==> src/rtl/layer_id_sorter.sv <==
// layer_id_sorter: one instance per die in a 3D stack. The die takes its chip ID
// from the layer below, or uses ID 0 if it is the bottom layer. It then offers
// chip_id+1 to the layer above and waits for that layer to answer. When no answer
// arrives it retries, then raises transmit power step by step up to the ceiling.
// If the die is never answered, it declares itself the top of the stack.
module layer_id_sorter #(
    parameter int          ID_W     = 4,
    parameter int          PWR_W    = 4,
    parameter int          PWR_INIT = 1,
    parameter int          TIMEOUT  = 15,
    parameter int          RETRIES  = 2,
    parameter logic [15:0] MAGIC    = 16'hBEAF,
    parameter logic [3:0]  TAG      = 4'hA,
    parameter int          FRAME_W  = 4 + PWR_W + 2 * ID_W + 16
) (
    input  logic               clk,
    input  logic               rst,
    input  logic               f_layer,
    input  logic               rx_valid,
    input  logic [FRAME_W-1:0] rx_data,
    output logic               tx_valid,
    output logic [FRAME_W-1:0] tx_data,
    output logic [ID_W-1:0]    chip_id,
    output logic [PWR_W-1:0]   power_level,
    output logic               sort_finish,
    output logic               top_detect
);

    localparam int CNT_W = $clog2(TIMEOUT);
    localparam int RTY_W = (RETRIES > 1) ? $clog2(RETRIES) : 1;

    localparam logic [CNT_W-1:0] CNT_LAST   = CNT_W'(TIMEOUT - 1);
    localparam logic [RTY_W-1:0] RTY_LAST   = RTY_W'(RETRIES - 1);
    localparam logic [PWR_W-1:0] PWR_MAX_V  = '1;
    localparam logic [PWR_W-1:0] PWR_INIT_V = PWR_W'(PWR_INIT);

    // Field offsets inside a frame, counted from the LSB.
    localparam int NEXT_LSB = 16;
    localparam int MYID_LSB = 16 + ID_W;
    localparam int PWR_LSB  = 16 + 2 * ID_W;
    localparam int TAG_LSB  = PWR_LSB + PWR_W;

    typedef enum logic [2:0] {
        S_IDLE,
        S_RX_ID,
        S_TX,
        S_WAIT_ACK,
        S_DONE,
        S_TOP
    } state_t;

    state_t             state_q, state_d;
    logic [CNT_W-1:0]   cnt_q, cnt_d;
    logic [RTY_W-1:0]   retry_q, retry_d;
    logic [PWR_W-1:0]   pwr_q, pwr_d;
    logic [ID_W-1:0]    chip_id_q, chip_id_d;
    logic               tx_valid_q, tx_valid_d;
    logic [FRAME_W-1:0] tx_data_q, tx_data_d;
    logic               sort_finish_q, sort_finish_d;
    logic               top_detect_q, top_detect_d;

    // Decoded receive frame.
    logic [3:0]       rx_tag;
    logic [15:0]      rx_magic;
    logic [ID_W-1:0]  rx_my_id;
    logic [ID_W-1:0]  rx_next_id;
    logic             frame_ok;
    logic             ack;
    logic [ID_W-1:0]  id_above;
    logic [ID_W-1:0]  tx_next_id;

    // The peer's power field travels in every frame but does not drive any decision here.
    logic             unused_rx_pwr;

    assign rx_tag        = rx_data[TAG_LSB +: 4];
    assign rx_magic      = rx_data[15:0];
    assign rx_my_id      = rx_data[MYID_LSB +: ID_W];
    assign rx_next_id    = rx_data[NEXT_LSB +: ID_W];
    assign unused_rx_pwr = ^rx_data[PWR_LSB +: PWR_W];

    assign frame_ok   = rx_valid && (rx_magic == MAGIC) && (rx_tag == TAG);
    // The layer above answers with the ID this die handed out, which wraps at 2^ID_W.
    assign id_above   = chip_id_q + ID_W'(1);
    assign ack        = frame_ok && (rx_my_id == id_above);
    assign tx_next_id = chip_id_d + ID_W'(1);

    // Next-state logic: discovery, transmission and retry/power escalation, plus registered-output next values.
    always_comb begin
        state_d   = state_q;
        cnt_d     = cnt_q;
        retry_d   = retry_q;
        pwr_d     = pwr_q;
        chip_id_d = chip_id_q;

        case (state_q)
            S_IDLE: begin
                if (f_layer) begin
                    chip_id_d = '0;
                    state_d   = S_TX;
                end else begin
                    state_d = S_RX_ID;
                end
            end
            S_RX_ID: begin
                if (frame_ok) begin
                    chip_id_d = rx_next_id;
                    state_d   = S_TX;
                end
            end
            S_TX: begin
                cnt_d   = '0;
                state_d = S_WAIT_ACK;
            end
            S_WAIT_ACK: begin
                // An ack on the final window cycle still counts; it is checked before the timeout.
                if (ack) begin
                    state_d = S_DONE;
                end else if (cnt_q == CNT_LAST) begin
                    if (retry_q < RTY_LAST) begin
                        retry_d = retry_q + 1'b1;
                        state_d = S_TX;
                    end else if (pwr_q < PWR_MAX_V) begin
                        pwr_d   = pwr_q + 1'b1;
                        retry_d = '0;
                        state_d = S_TX;
                    end else begin
                        state_d = S_TOP;
                    end
                end else begin
                    cnt_d = cnt_q + 1'b1;
                end
            end
            S_DONE:  state_d = S_DONE;
            S_TOP:   state_d = S_TOP;
            default: state_d = S_IDLE;
        endcase

        // Outputs are registered. They are computed from the next state so that they line up with it.
        tx_valid_d    = (state_d == S_TX);
        tx_data_d     = tx_data_q;
        if (tx_valid_d) begin
            tx_data_d = {TAG, pwr_d, chip_id_d, tx_next_id, MAGIC};
        end
        sort_finish_d = (state_d == S_DONE) || (state_d == S_TOP);
        top_detect_d  = (state_d == S_TOP);
    end

    // State and output registers; reset takes priority over every other input.
    always_ff @(posedge clk) begin
        if (rst) begin
            state_q       <= S_IDLE;
            cnt_q         <= '0;
            retry_q       <= '0;
            pwr_q         <= PWR_INIT_V;
            chip_id_q     <= '0;
            tx_valid_q    <= 1'b0;
            tx_data_q     <= '0;
            sort_finish_q <= 1'b0;
            top_detect_q  <= 1'b0;
        end else begin
            state_q       <= state_d;
            cnt_q         <= cnt_d;
            retry_q       <= retry_d;
            pwr_q         <= pwr_d;
            chip_id_q     <= chip_id_d;
            tx_valid_q    <= tx_valid_d;
            tx_data_q     <= tx_data_d;
            sort_finish_q <= sort_finish_d;
            top_detect_q  <= top_detect_d;
        end
    end

    assign tx_valid    = tx_valid_q;
    assign tx_data     = tx_data_q;
    assign chip_id     = chip_id_q;
    assign power_level = pwr_q;
    assign sort_finish = sort_finish_q;
    assign top_detect  = top_detect_q;

endmodule

==> config.mk <==
export PLATFORM = sky130hd
export DESIGN_NAME = layer_id_sorter
export DESIGN_NICKNAME = d
export VERILOG_FILES = /design/src/rtl/layer_id_sorter.sv
export SDC_FILE = /design/constraint.sdc
export NUM_CORES = 1
export LEC_CHECK = 0
export BUFFER_PORTS_ARGS = -buffer_cell sky130_fd_sc_hd__buf_2
export CORE_ASPECT_RATIO = 2
export CORE_MARGIN = 10
export CORE_UTILIZATION = 50
export DETAILED_ROUTE_END_ITERATION = 16
export GPL_TIMING_DRIVEN = 0
export PLACE_DENSITY = 0.84
export SLEW_MARGIN = 20
export SYNTH_ARGS = -nofsm -noshare
export SYNTH_HDL_FRONTEND = slang
export SYNTH_SLANG_ARGS = --single-unit
export TNS_END_PERCENT = 20
==> constraint.sdc <==
create_clock -name clk -period 5.65 [get_ports clk]
set_input_delay 0.565 -clock clk [delete_from_list [all_inputs] [get_ports clk]]
set_output_delay 0.565 -clock clk [all_outputs]
set_load 0.005 [all_outputs]
==> Word-level counts from Yosys, hierarchy flattened <==
Cells that the tools add are included.
{ "word_totals": {"regBits": 44, "latch_bits": 0, "ramBits": 0, "romBits": 0, "input_bits": 36, "output_inout_bits": 43, "n_memories": 0} }
{ "op_classes": {"addsub": 5, "n_mul": 0, "div_mod_pow": 0, "order_cmp": 2, "n_eq_ne": 14, "shift": 0, "muxes": 20, "n_bitwise": 1, "n_reduce_logical": 9} }
{ "ops": {"columns": ["operator", "count"], "rows": [
  ["4-bit 2-to-1 mux", 9],
  ["3-bit one-hot mux with 6 select lines", 1],
  ["4-bit by 1-bit adder with 4-bit output (second input constant)", 4],
  ["16-bit equality test (second input constant)", 1],
  ["4-bit one-hot mux with 2 select lines", 2],
  ["3-bit 2-to-1 mux", 5],
  ["3-bit equality test (second input constant)", 4],
  ["3-bit by 2-bit equality test with 1-bit output (second input constant)", 3],
  ["4-bit equality test (second input constant)", 2],
  ["4-bit equality test", 1],
  ["4-bit less-than comparator (second input constant)", 1],
  ["2-bit inequality test (second input constant)", 2],
  ["4-bit AND reduction", 1],
  ["2-bit nonzero test", 2],
  ["3-bit by 1-bit equality test with 1-bit output (second input constant)", 1],
  ["1-bit logical AND", 3],
  ["3-bit zero test", 1],
  ["3-bit AND reduction", 1],
  ["1-bit 2-to-1 mux", 2],
  ["2-bit 2-to-1 mux", 1],
  ["1-bit adder (second input constant)", 1],
  ["1-bit logical OR", 1],
  ["1-bit less-than comparator (second input constant)", 1],
  ["1-bit inverter", 1]
]} }

==> Logic depth before layout (Yosys ltp) <==
Gate-level depths: netlist of run 1.
{ "depth": {"depth_word": 8, "mapped_depth": 11, "mapped_depth_nobuf": 10} }

==> Least setup slack after synthesis of run 1 <==
No wires, ideal clock.
{ "synth_timing": {"kind": "in2reg", "from": "in rx_data[6]", "to": "reg tx_data_q[18] (netlist: tx_data[18])", "setup_ns": 0.128, "t_arrival_ns": 2.454, "required_time_ns": 5.522, "setup_slack_ns": 3.069, "stages": 11, "path_buffers": 1, "path_cell_list": "or4bb_1 > nor4_4 > and4_1 > buf_4 > nor2_1 > a21oi_1 > inv_1 > ha_1 > xnor2_1 > mux2i_1 > nor2_1"} }
{ "synth_lines": {"columns": ["item", "line_no", "source"], "rows": [
  ["start: declaration", "20", "input logic [FRAME_W-1:0] rx_data,"],
  ["16-bit equality test", "81", "assign frame_ok = rx_valid && (rx_magic == MAGIC) && (rx_tag == TAG);"],
  ["1-bit logical AND (2 in series)", "81", null],
  ["4-bit 2-to-1 mux", "105", "if (frame_ok) begin"],
  ["4-bit one-hot mux with 2 select lines", "95", "case (state_q)"],
  ["via chip_id_d[0]", "56", "logic [ID_W-1:0] chip_id_q, chip_id_d;"],
  ["4-bit by 1-bit adder with 4-bit output", "85", "assign tx_next_id = chip_id_d + ID_W'(1);"],
  ["end signal: assignment", "167", "tx_data_q <= tx_data_d;"],
  ["end: declaration", "58", "logic [FRAME_W-1:0] tx_data_q, tx_data_d;"]
]} }
The timed path passes the listed nets, and every way through them passes these cells.
A chain may end at the register's enable or synchronous reset.

==> Worst setup path after layout of run 1 <==
Ends and elaborated chain as after synthesis.

==> results.toml, run 1 <==
[grt]
grt_use_met1_pct = 13.5
grt_busiest_layer = "met2"
grt_pass1_vias = 1742
met3_usage_pct = 4.65
grt_max_degree = 16
track_usage_pct = 15.8
grt_pass1_wl_um = 7760
antenna_found_initial = 0
use_met2_pct = 29.9
grt_overflow = 0

[synthesis]
yosys.area.top_type = "dfxtp_1"
ys_warn_count = 0
synthTopCellsByArea = "dfxtp_1 36%, buf_4 8.5%, nor2_1 5.5%"
synth-edff-count = 0
synthesis.area_sq_mm = 0.00176
syn_inst = 199
synth-main-ff-cell = "dfxtp_1"
synth_top_area_share_pct = 36.3
ys_ff_latch = 32
ys_seq_area_share_pct = 36.3
avgSynthCellArea_sq_um = 8.87
ys_async_sr_fraction_pct = 0
synth_cell_type_count = 42

[final_layout]
drive_above_1_share_pct = 41.1
num_antenna_cells = 0
design_area_sq_mm = 0.00229
syn2layout_area_growth_pct = 30.1
post-route-util_pct = 67.2
stdcell_count = 328
nFillCells = 300
fin_nets = 320

[critical_path]
crit_buf_inv = 3
worst_setup_path_start_kind = "input port"
path_class = "in2reg"
crit_fanout = 9
cp_common_cell = "nor2_1"
end_kind = "register"
crit_family = "simple AND/OR/NAND/NOR gates"
r2r_setup_slack_ns = 3.16
crit_chain = "buf_2, or4bb_1, nor4_4, and4_1, buf_4, nor2_1, a21oi_1, inv_1, ha_1, xnor2_1, mux2i_1, nor2_1"
crit_arrival_ns = 2.79
critPathMaxStageDelay_ns = 0.54
cp.required_ns = 5.81
cpMaxStageDelayCell = "or4bb_1"

[floorplan]
start_util_pct = 51.6
ioPinCount = 79
rows = 30
die_w_um = 62
core_sq_mm = 0.00342
die-area_sq_mm = 0.00645
die_h_um = 104

[clock_network]
cts_tree = "yes"
cts-resized-gates = 0
cts.clk_slew.worst_paths_ns = 0.07
h-tree-depth = 2
clk_latency_ns = 0.29
cts_setup_buffers = 0
clockBufferDepth = 2
clock_sinks = 32
cts_buffers = 5
hold_buffers = 0
clockRootBuffer = "clkbuf_8"

[power]
total_power_uw = 615
p_leak_nw = 1.10
vdd_drop_max_mv = 0.249
power_density_mw_per_mm2 = 268

[sta]
finalClockSkew_ns = 0.00324
final.setup.worst_slack_ns = 3.03
rsz0062_at_grt = "no"
fmax_mhz = 381
setup-tns-final_ns = 0
hold_violations = 0
slew_headroom_pct = 59.4
whs_ns = 0.471
period_share_pct = 46.4
drv_slew = 0
fin_crit_ns = 2.62
setup-violations-final = 0
worstMarginPinSlew_ns = 0.609

[route]
vias = 1614
drc = 0
avgRoutedWirePerCell_um = 14.3
via_per_inst = 4.92
drt-pass1-iter-count = 4
ant_nets = 0
drt_iter0_drc = 16
routed_wl_um = 4690

[placement]
hpwl_um = 3900
place_area_sq_mm = 0.00218
gp_congestion = 0.884
io_buffer_count = 68
post-place-ws_ns = 2.71
dp.cells = 320

[hold_path]
hp-class = "in2reg"

[run_status]
status = "completed"

[flow_run]
maxCapViolations = 0
[placed cells by master (no fill, tap or decap), types with 2 or more instances in the layout]
master	instances
a211oi_2	6
a21oi_1	6
a31oi_1	2
and3_1	2
and4_1	2
buf_2	68
buf_4	20
buf_6	3
clkbuf_1	4
clkbuf_8	5
conb_1	6
dfxtp_1	32
ha_1	5
inv_1	5
mux2i_1	8
nand2_1	12
nand2b_1	4
nand3_1	7
nand4_1	5
nor2_1	26
nor2_2	4
nor2b_1	5
nor3_1	5
o21ai_0	6
xnor2_1	5
xor2_1	6
[worst register-to-register path, stage by stage, from the launching register on]
cell,delay (ns)
dfxtp_1,0.43
ha_1,0.28
xor2_1,0.15
nor4_1,0.06
and4_1,0.20
buf_6,0.13
or4_4,0.49
a21oi_4,0.16
buf_6,0.19
mux2i_1,0.22
nor2_1,0.06
[layout make-up]
cell class | instances | area, sq um | share of cell area (%)
clock inverters | 3 | 42.5 | 1.85
flip-flops and latches | 32 | 641 | 27.9
clock buffers | 5 | 68.8 | 3.00
plain buffers | 27 | 199 | 8.67
inverters | 5 | 18.8 | 0.818
well taps | 48 | 60.1 | 2.62
multi-input cells | 140 | 925 | 40.3
repair buffers | 68 | 340 | 14.8
[worst paths after layout]
check                           startpoint                  endpoint  depth (start not counted)
setup reg to reg     chip_id[0]$_SDFF_PP0_  tx_data[18]$_SDFFE_PP0N_                         10
hold / removal                         rst     state_q[2]$_SDFF_PP0_                          2
hold reg to reg   tx_data[16]$_SDFFE_PP0N_  tx_data[16]$_SDFFE_PP0N_                          2
setup / recovery                rx_data[6]  tx_data[18]$_SDFFE_PP0N_                         12
[power breakdown]
part,internal (mW),total (mW),switching (mW)
combinational,0.0777,0.146,0.0685
clock,0.130,0.217,0.0871
sequential,0.239,0.251,0.0123
total,0.447,0.615,0.168
[Yosys cell counts (2+ instances only)]
cell	number
dfxtp_1	32
nor2_1	26
buf_4	20
nand2_1	12
mux2i_1	8
nand3_1	7
a211oi_2	6
a21oi_1	6
o21ai_0	6
xor2_1	6
ha_1	5
inv_1	5
nand4_1	5
nor2b_1	5
nor3_1	5
xnor2_1	5
clkbuf_1	4
nand2b_1	4
nor2_2	4
buf_6	3
a31oi_1	2
and3_1	2
and4_1	2
[sequential cells by signal, indices dropped and copies added, names as in the netlist]
signal and count:
state_q 3, power_level 4, sort_finish 1, retry_q 1, tx_valid 1, top_detect 1
tx_data 13, cnt_q 4, chip_id 4
[metal layers]
metal | vias to the layer above | wire length [um]
li1 | 822 | -
met1 | 745 | 1470
met2 | 37 | 2860
met3 | 10 | 226
met4 | 0 | 131
met5 | - | 0
[logic make-up after synthesis]
group	after synthesis	synth area share, %
xor gates and xnor gates	11	5.46
AOI/OAI and AO/OA	28	12.5
adders and majority gates	5	3.55
DFF	32	36.3
muxes	9	5.18
buffers and inverters	32	12.3
and+or+nand+nor	81	24.5
other	1	0.213
(Power assumes the default switching activity.)
==> inputs of run 2 (changes only) <==
- CORE_UTILIZATION: 50 -> 47
- PLACE_DENSITY: 0.84 -> 0.8
- clock period: 5.65 -> 2.5 ns (I/O delays scaled with it)
==> results.toml, run 2 (synthesis gave the netlist of run 1 again) <==
[critical_path]
reg2reg_to = "tx_data[17]$_SDFFE_PP0N_"
r2r_setup_slack_ns = 0.08
cp.required_ns = 2.66
crit_arrival_ns = 2.57
ff2ff_path_depth = 10
worst_setup_path_start_kind = "register"
end_kind = "register"
r2r_start = "chip_id[0]$_SDFF_PP0_"
crit_fanout = 9
path_class = "reg2reg"

[route]
vias = 1637
routed_wl_um = 4710
via_per_inst = 4.95
drt-pass1-iter-count = 4
ant_nets = 0
drc = 0
drt_iter0_drc = 46
avgRoutedWirePerCell_um = 14.2

[power]
p_leak_nw = 1.13
total_power_mw = 1.46
pwr-share-comb_pct = 23.9
vdd_drop_max_mv = 0.521
sw_frac_of_total_pct = 25.9
p_int_mw = 1.09
power_density_mw_per_mm2 = 619
switchingPower_uw = 379
p_clk_share_pct = 37.3
p_seq_share_pct = 38.7

[placement]
dp.cells = 321
io_buffer_count = 68
gp_congestion = 0.853
hpwl_um = 3730

[hold_path]
min_to = "state_q[2]$_SDFF_PP0_"
min_from = "rst"
hp-class = "in2reg"
min_path_cells = 2

[floorplan]
ioPinCount = 79
start_util_pct = 48.9
die_h_um = 107
rows = 31
die_w_um = 63.3
core_sq_mm = 0.00361
die-area_sq_mm = 0.00675

[clock_network]
clockRootBuffer = "clkbuf_8"
clock_sinks = 32
hold_buffers = 0
clk_latency_ns = 0.28
clockBufferDepth = 2
cts_buffers = 5
cts_tree = "yes"
h-tree-depth = 2
cts.clk_slew.worst_paths_ns = 0.07

[sta]
slew_headroom_pct = 58.9
period_share_pct = 96.6
worstMarginPinSlew_ns = 0.617
finalClockSkew_ns = 0.00405
hold_violations = 0
fin_crit_ns = 2.42
fmax_mhz = 414
drv_slew = 0
setup-violations-final = 0

[final_layout]
num_antenna_cells = 0
largest_register_ffs = 13
syn2layout_area_growth_pct = 34.0
drive_above_1_share_pct = 42.6
layout_common_cells = "68 x buf_2, 30 x dfxtp_1, 26 x nor2_1, 21 x buf_4, 12 x nand2_1"
regArea_sq_um = 646
multiInputGateArea_sq_um = 937
layout_commonest_cell = "buf_2"
stdcell_count = 331
nFillCells = 333
fin_nets = 322

[grt]
grt_max_degree = 16
track_usage_pct = 13.5
grt_overflow = 0
grt_pass1_vias = 1641
grt_pass1_wl_um = 7410
antenna_found_initial = 0

[flow_run]
maxCapViolations = 0

[run_status]
status = "completed"
run 2: power groups by stage:
stage / sequential, mW / clock [mW] / combinational (mW)
5_1_grt: 0.573 / 0.577 / 0.384
2_1_floorplan: 0.578 / 0 / 0.214
3_5_place_dp: 0.580 / 0 / 0.329
3_3_place_gp: 0.578 / 0 / 0.324
4_1_cts: 0.569 / 0.549 / 0.330
6_report: 0.567 / 0.546 / 0.350
run 2: worst max-delay path: stages (launching register included):
cell and delay (ns):
dfxtp_4 0.36, ha_4 0.26, xor2_1 0.15, nor4_1 0.06, and4_1 0.18, buf_6 0.13
or4_4 0.49, a21oi_4 0.25, clkbuf_16 0.19, mux2i_1 0.17, nor2_1 0.05
run 2: how the worst max path moves through the flow:
stage                     startpoint                       end  slack, ns  cells after the start
6_report       chip_id[0]$_SDFF_PP0_  tx_data[17]$_SDFFE_PP0N_       0.08                     10
5_1_grt        chip_id[0]$_SDFF_PP0_  tx_data[21]$_SDFFE_PP0N_      -0.04                     10
4_1_cts        chip_id[0]$_SDFF_PP0_  tx_data[16]$_SDFFE_PP0N_       0.04                     10
3_5_place_dp              rx_data[6]  tx_data[18]$_SDFFE_PP0N_      -0.10                     12
3_3_place_gp              rx_data[6]  tx_data[18]$_SDFFE_PP0N_      -0.08                     12
2_1_floorplan  chip_id[0]$_SDFF_PP0_  tx_data[21]$_SDFFE_PP0N_       0.18                     10
run 2: layer usage:
metal	GRT usage, %	vias up	part of all wire (%)
li1	-	820	-
met2	27.4	48	59
met1	11.4	755	34
met3	3.13	14	4.1
met5	0	-	0
met4	6.76	0	2.9
run 2: layout make-up:
cell class,instances,area share (%)
multi-input cells,140,39.6
flip-flops and latches,32,27.3
repair buffers,70,15.8
plain buffers,27,8.57
clock buffers,7,4.07
well taps,49,2.59
clock inverters,1,1.27
inverters,5,0.794
run 2: repair_timing:
item                       4_1_cts  5_1_grt
resized for setup                0        5
buffers inserted                 0        1
setup endpoints to repair        0        8
run 2: through the flow:
stage                     utilization (%)  setup WS (ns)  setup TNS, ns  area, sq um  hold slack (ns)
after floorplan                         -          0.178              0         1780            0.327
after global placement               60.6        -0.0780         -0.106         2180            0.447
after detailed placement             60.6         -0.102         -0.150         2180            0.451
after CTS                            64.1         0.0407              0         2310            0.151
after global routing                 65.6        -0.0369         -0.117         2360            0.175
final                                65.6         0.0844              0         2360            0.151
